`src/rtl/word_selector.sv`:
```
`default_nettype none
// +----------------------------------------------------------------------------+
// | word_selector                                                              |
// | Grabs a random index, rejects immediate repeats, then reads a five-letter  |
// | word from a synchronous ROM one letter per cycle and presents it valid.    |
// | Revision: 1.0                                                              |
// +----------------------------------------------------------------------------+
module word_selector #(
    parameter int WORD_COUNT = 100,
    parameter int LETTERS    = 5,
    parameter int LETTER_W   = 5,
    parameter int MAX_RETRY  = 3
) (
    input  logic                         clk,
    input  logic                         reset_n,
    input  logic                         new_word,
    input  logic [6:0]                   rand_num,
    input  logic [LETTER_W-1:0]          rom_data,
    output logic                         grab_word,
    output logic [8:0]                   rom_addr,
    output logic [LETTERS*LETTER_W-1:0]  word,
    output logic [6:0]                   word_index,
    output logic                         word_valid,
    output logic                         busy,
    output logic                         range_err
);

    localparam int c_k_w     = (LETTERS > 1) ? $clog2(LETTERS) : 1;
    localparam int c_retry_w = (MAX_RETRY > 0) ? $clog2(MAX_RETRY + 1) : 1;

    localparam logic [6:0]           c_word_count = 7'(WORD_COUNT);
    localparam logic [8:0]           c_letters9   = 9'(LETTERS);
    localparam logic [c_k_w-1:0]     c_last_k     = c_k_w'(LETTERS - 1);
    localparam logic [c_retry_w-1:0] c_max_retry  = c_retry_w'(MAX_RETRY);

    typedef enum logic [2:0] {
        S_IDLE   = 3'd0,
        S_GRAB   = 3'd1,
        S_SETTLE = 3'd2,
        S_LATCH  = 3'd3,
        S_FETCH  = 3'd4,
        S_LAST   = 3'd5,
        S_DONE   = 3'd6
    } state_t;

    state_t                        r_state;
    state_t                        w_next;
    logic [6:0]                    r_idx;
    logic [6:0]                    r_last_idx;
    logic [c_retry_w-1:0]          r_retry;
    logic [c_k_w-1:0]              r_k;
    logic                          r_grab;
    logic [8:0]                    r_rom_addr;
    logic [LETTERS*LETTER_W-1:0]   r_word;
    logic [6:0]                    r_word_index;
    logic                          r_range_err;

    logic                          w_bad;
    logic [6:0]                    w_idx;
    logic                          w_retry;
    logic [8:0]                    w_base;

    // Out-of-range generator values collapse to index 1 before the repeat check.
    assign w_bad   = (rand_num == 7'd0) || (rand_num > c_word_count);
    assign w_idx   = w_bad ? 7'd1 : rand_num;
    assign w_retry = (w_idx == r_last_idx) && (r_retry < c_max_retry);
    assign w_base  = ({2'b00, w_idx} - 9'd1) * c_letters9;

    always_comb begin
        w_next = r_state;
        case (r_state)
            S_IDLE, S_DONE: if (new_word) w_next = S_GRAB;
            S_GRAB:         w_next = S_SETTLE;
            S_SETTLE:       w_next = S_LATCH;
            S_LATCH:        w_next = w_retry ? S_GRAB : S_FETCH;
            S_FETCH:        if (r_k == c_last_k) w_next = S_LAST;
            S_LAST:         w_next = S_DONE;
            default:        w_next = S_IDLE;
        endcase
    end

    always_ff @(posedge clk or negedge reset_n) begin
        if (!reset_n) begin
            r_state      <= S_IDLE;
            r_idx        <= '0;
            r_last_idx   <= '0;
            r_retry      <= '0;
            r_k          <= '0;
            r_grab       <= 1'b0;
            r_rom_addr   <= '0;
            r_word       <= '0;
            r_word_index <= '0;
            r_range_err  <= 1'b0;
        end else begin
            r_state <= w_next;
            r_grab  <= (w_next == S_GRAB);
            case (r_state)
                S_IDLE, S_DONE: begin
                    if (new_word) begin
                        r_retry     <= '0;
                        r_range_err <= 1'b0;
                    end
                end
                S_LATCH: begin
                    r_idx <= w_idx;
                    if (w_bad) r_range_err <= 1'b1;
                    if (w_retry) begin
                        r_retry <= r_retry + 1'b1;
                    end else begin
                        r_k        <= '0;
                        r_rom_addr <= w_base;
                    end
                end
                S_FETCH: begin
                    // Data arriving now belongs to the address issued last cycle.
                    if (r_k != '0) begin
                        r_word[(LETTERS - int'(r_k)) * LETTER_W +: LETTER_W] <= rom_data;
                    end
                    if (r_k != c_last_k) begin
                        r_k        <= r_k + 1'b1;
                        r_rom_addr <= r_rom_addr + 9'd1;
                    end
                end
                S_LAST: begin
                    r_word[LETTER_W-1:0] <= rom_data;
                    r_last_idx           <= r_idx;
                    r_word_index         <= r_idx;
                end
                default: ;
            endcase
        end
    end

    assign grab_word  = r_grab;
    assign rom_addr   = r_rom_addr;
    assign word       = r_word;
    assign word_index = r_word_index;
    assign word_valid = (r_state == S_DONE);
    assign busy       = (r_state != S_IDLE) && (r_state != S_DONE);
    assign range_err  = r_range_err;

endmodule
`default_nettype wire

```
`config.mk`:
```
export PLATFORM = sky130hd
export DESIGN_NAME = word_selector
export DESIGN_NICKNAME = d
export VERILOG_FILES = /design/src/rtl/word_selector.sv
export SDC_FILE = /design/constraint.sdc
export NUM_CORES = 1
export LEC_CHECK = 0
export BUFFER_PORTS_ARGS = -buffer_cell sky130_fd_sc_hd__buf_4
export CAP_MARGIN = 30
export CORE_UTILIZATION = 35
export CTS_CLUSTER_DIAMETER = 150
export CTS_CLUSTER_SIZE = 40
export DETAILED_ROUTE_END_ITERATION = 6
export PLACE_DENSITY_LB_ADDON = 0.08
export SYNTH_ARGS = -nofsm -noshare
export SYNTH_HDL_FRONTEND = slang
export SYNTH_SLANG_ARGS = --single-unit
```
`constraint.sdc`:
```
create_clock -name clk -period 4.89 [get_ports clk]
set_clock_uncertainty 0.2 [all_clocks]
set_input_delay 0.978 -clock clk [delete_from_list [all_inputs] [get_ports clk]]
set_output_delay 0.978 -clock clk [all_outputs]
set_load 0.02 [all_outputs]
```
==> flow_summary.yaml <==
place:
  hpwl_um: 9020
  place_inst: 722
  port_buffers: 59
  place_congestion: 0.869
  place_area_mm2: 0.00502
synth:
  avgSynthCellArea_um2: 8.64
  synthesis.nets: 550
  yosysSeqAreaShare_pct: 33.3
  synth_area_mm2: 0.00435
  synth_warnings: 0
  synthCells: 504
  async_reset_ff_share_pct: 100
  synth.distinct_cells: 67
  synth_edf_count: 0
  synth.ff_latch_count: 58
  synth_ff_type: "dfrtp_1"
timing:
  timing.final.crit_share_pct: 94.9
  fmax_mhz: 215
  period_minus_slack_ns: 4.64
  hold_viol_final: 0
  rsz0062_at_grt: "no"
  relSlewSlack_pct: 47.5
  max_slew.worst_pin.slew_ns: 0.788
  finalSetupViolCount: 0
  slew_violations: 0
pwr:
  netSwitchingPower_mw: 2.04
  switching_share_pct: 49.3
  ir_worst_vdd_mv: 0.301
  p_int_mw: 2.10
  cellPowerDensity_mw_per_mm2: 776
  comb_power_share_pct: 62.4
  p_leak_nw: 2.41
  power_frac_clock_pct: 16.7
  power_frac_seq_pct: 21.0
setup_path:
  cp.arrival_ns: 4.70
  path_cells: "buf_4 -> or4_4 -> nor4_4 -> or2_2 -> inv_1 -> nand2_1 -> ha_1 -> o21ai_0 -> a311oi_1 -> ha_1 -> ha_1 -> a21o_1 -> a21oi_1 -> o21ai_0 -> xnor2_1 -> or4_4 -> o211ai_2"
  required_ns: 4.95
  cp_top_family: "simple AND/OR/NAND/NOR gates"
  endpoint_kind: "flop"
  slowest_delay_ns: 0.56
  worst_setup_path_start_kind: "primary input"
  rr_worst_depth: 13
  reg2reg_from: "r_k[1]$_DFFE_PN0P_"
  critPathMaxFanout: 6
  r2r-end: "word[14]$_DFFE_PN0P_"
  critPathBufInv: 2
  cpMostUsedCell: "ha_1"
  crit_type: "in2reg"
  r2r_slack_ns: 0.53
  cp_num_cells: 17
  cp_slowest_cell: "or4_4"
cells_and_area:
  fin_util_pct: 44.3
  drive_gt1_share_pct: 23.9
  antenna_cells: 0
  finish.instance_area_mm2: 0.00534
  stdcell_count: 737
  nets: 611
  syn2layout_area_growth_pct: 22.6
clock_tree:
  h-tree-depth: 3
  cts_tree: "done"
  ctsHoldBuffers: 0
  clockBufferDepth: 2
  clk_latency_ns: 0.34
  cts-buffers-inserted: 9
  cts.sinks: 58
  clkTransAtPathRegs_ns: 0.05
  clockRootBuffer: "clkbuf_16"
  post_cts_resized: 0
  post-cts-setup-buffers: 0
hold_path:
  hold_path_class: "reg2reg"
  whs_path_depth: 2
  hold_end: "r_idx[3]$_DFFE_PN0P_"
  holdCritStartpoint: "r_idx[3]$_DFFE_PN0P_"
routing:
  dr.pass1.iters: 6
  viasPerCell: 5.40
  drc: 0
  num_vias: 3979
  antenna_left: 0
  wl_um: 12400
  drtIter0Drc: 235
  wl_per_cell_um: 16.8
global_route:
  grt_pass1_wl_um: 20500
  grt_antenna_before_repair: 0
  overflow: 0
  grt_use_total_pct: 20.6
  grt_pass1_vias: 3837
  grt_max_degree: 59
die:
  start_util_pct: 36.1
  core_mm2: 0.0121
  die-area_mm2: 0.0129
  die-width_um: 114
  dieHeight_um: 114
  io_pins: 60
  num_rows: 40
run_status:
  outcome: "complete, no violations"
run:
  max_cap_viol_count: 0
[metal layers]
metal	wire length, µm	track usage, %	up-vias
li1	-	-	1963
met1	6330	30.4	1904
met2	5320	29.1	100
met3	627	5.69	12
met4	124	5.44	0
met5	0	0	-
[power groups by stage]
stage / Combinational (mW) / Sequential [mW] / Clock, mW
finish: 2.58 / 0.869 / 0.690
floorplan: 1.63 / 0.968 / 0
CTS: 2.55 / 0.872 / 0.710
global placement: 2.54 / 0.872 / 0
global route: 2.83 / 0.907 / 0.733
detailed placement: 2.54 / 0.876 / 0
[synth_stat cells (7+ instances only)]
| cell type | count | share of area (%) |
|---|---|---|
| nand2_1 | 62 | 5.3 |
| dfrtp_1 | 58 | 33 |
| nor2_1 | 53 | 4.6 |
| ha_1 | 27 | 7.8 |
| o21ai_0 | 27 | 3.1 |
| mux2_2 | 26 | 6.7 |
| nand3_1 | 26 | 3.0 |
| a21oi_1 | 21 | 2.4 |
| clkbuf_1 | 16 | 1.4 |
| inv_1 | 15 | 1.3 |
| nor3_1 | 11 | 1.3 |
| a31oi_1 | 10 | 1.4 |
| o22ai_1 | 8 | 1.1 |
| and2_1 | 7 | 1.0 |
| and3_1 | 7 | 1.0 |
| mux2i_1 | 7 | 1.6 |
| nor2b_1 | 7 | 1.0 |
| xnor2_1 | 7 | 1.4 |
[how the worst max path moves through the flow]
stage	slack [ns]	to	from
finish	0.25	rom_addr[8]$_DFFE_PN0P_	rand_num[3]
global route	0.03	rom_addr[8]$_DFFE_PN0P_	rand_num[3]
CTS	0.29	rom_addr[8]$_DFFE_PN0P_	rand_num[3]
detailed placement	-0.04	rom_addr[8]$_DFFE_PN0P_	rand_num[3]
global placement	0.02	rom_addr[8]$_DFFE_PN0P_	rand_num[3]
floorplan	0.16	rom_addr[8]$_DFFE_PN0P_	rand_num[3]
[worst register-to-register path: cells and delay by family, from the launching register on]
family	cells	cell delay, ns
DFF	1	0.52
adders and majority gates	3	1.26
AOI/OAI and AO/OA	2	0.48
buffers and inverters	2	0.46
muxes	2	0.68
and+or+nand+nor	4	0.62
[placed cells by master, fill, tap and decap left out, types with 4 or more instances in the layout]
master and instances:
mux2i_1 7, ha_1 27, o22ai_1 8, o21ai_0 27, nor2_1 53, o22a_1 6, nor4_1 4, inv_1 15
nor2b_1 7, nand2_1 62, nand3_1 26, a31oi_1 10, and2_1 7, and3_1 7, a211oi_1 6, dfrtp_1 58
a21oi_1 21, mux2_2 26, nor3_1 11, a31o_2 4, a21o_1 6, fa_1 4, nand2b_1 6, clkbuf_16 9
buf_4 75, xnor2_1 7
[sequential cells by signal, summed over array words and instances (netlist names)]
register and count:
grab_word 1, range_err 1, r_retry 2, word_index 7, r_k 3, rom_addr 9
r_idx 7, r_state 3, word 25
[logic make-up after synthesis]
| kind of cell | synth area share (%) |
|---|---|
| compound gates | 20.6 |
| fa+ha+maj | 9.60 |
| other cells | 0.0861 |
| xor+xnor | 2.01 |
| buf+inv | 3.82 |
| mux | 8.34 |
| flops | 33.3 |
| simple gates | 22.2 |
[metrics by stage]
step	power [mW]	hold slack [ns]	worst slack, ns	TNS, ns
after floorplan	2.60	0.233	0.158	0
after global placement	3.41	0.249	0.0230	0
after detailed placement	3.41	0.252	-0.0404	-0.0404
after CTS	4.13	0.263	0.292	0
after global routing	4.47	0.298	0.0335	0
final	4.14	0.258	0.249	0
[final cells by class]
cell class	instances	area (µm²)
Fill cell	1218	6720
Multi-Input combinational cell	405	2740
Sequential cell	58	1450
Timing Repair Buffer	75	563
Clock buffer	10	239
Tap cell	168	210
Clock inverter	5	78.8
Inverter	16	60.1
(Power assumes the default switching activity.)
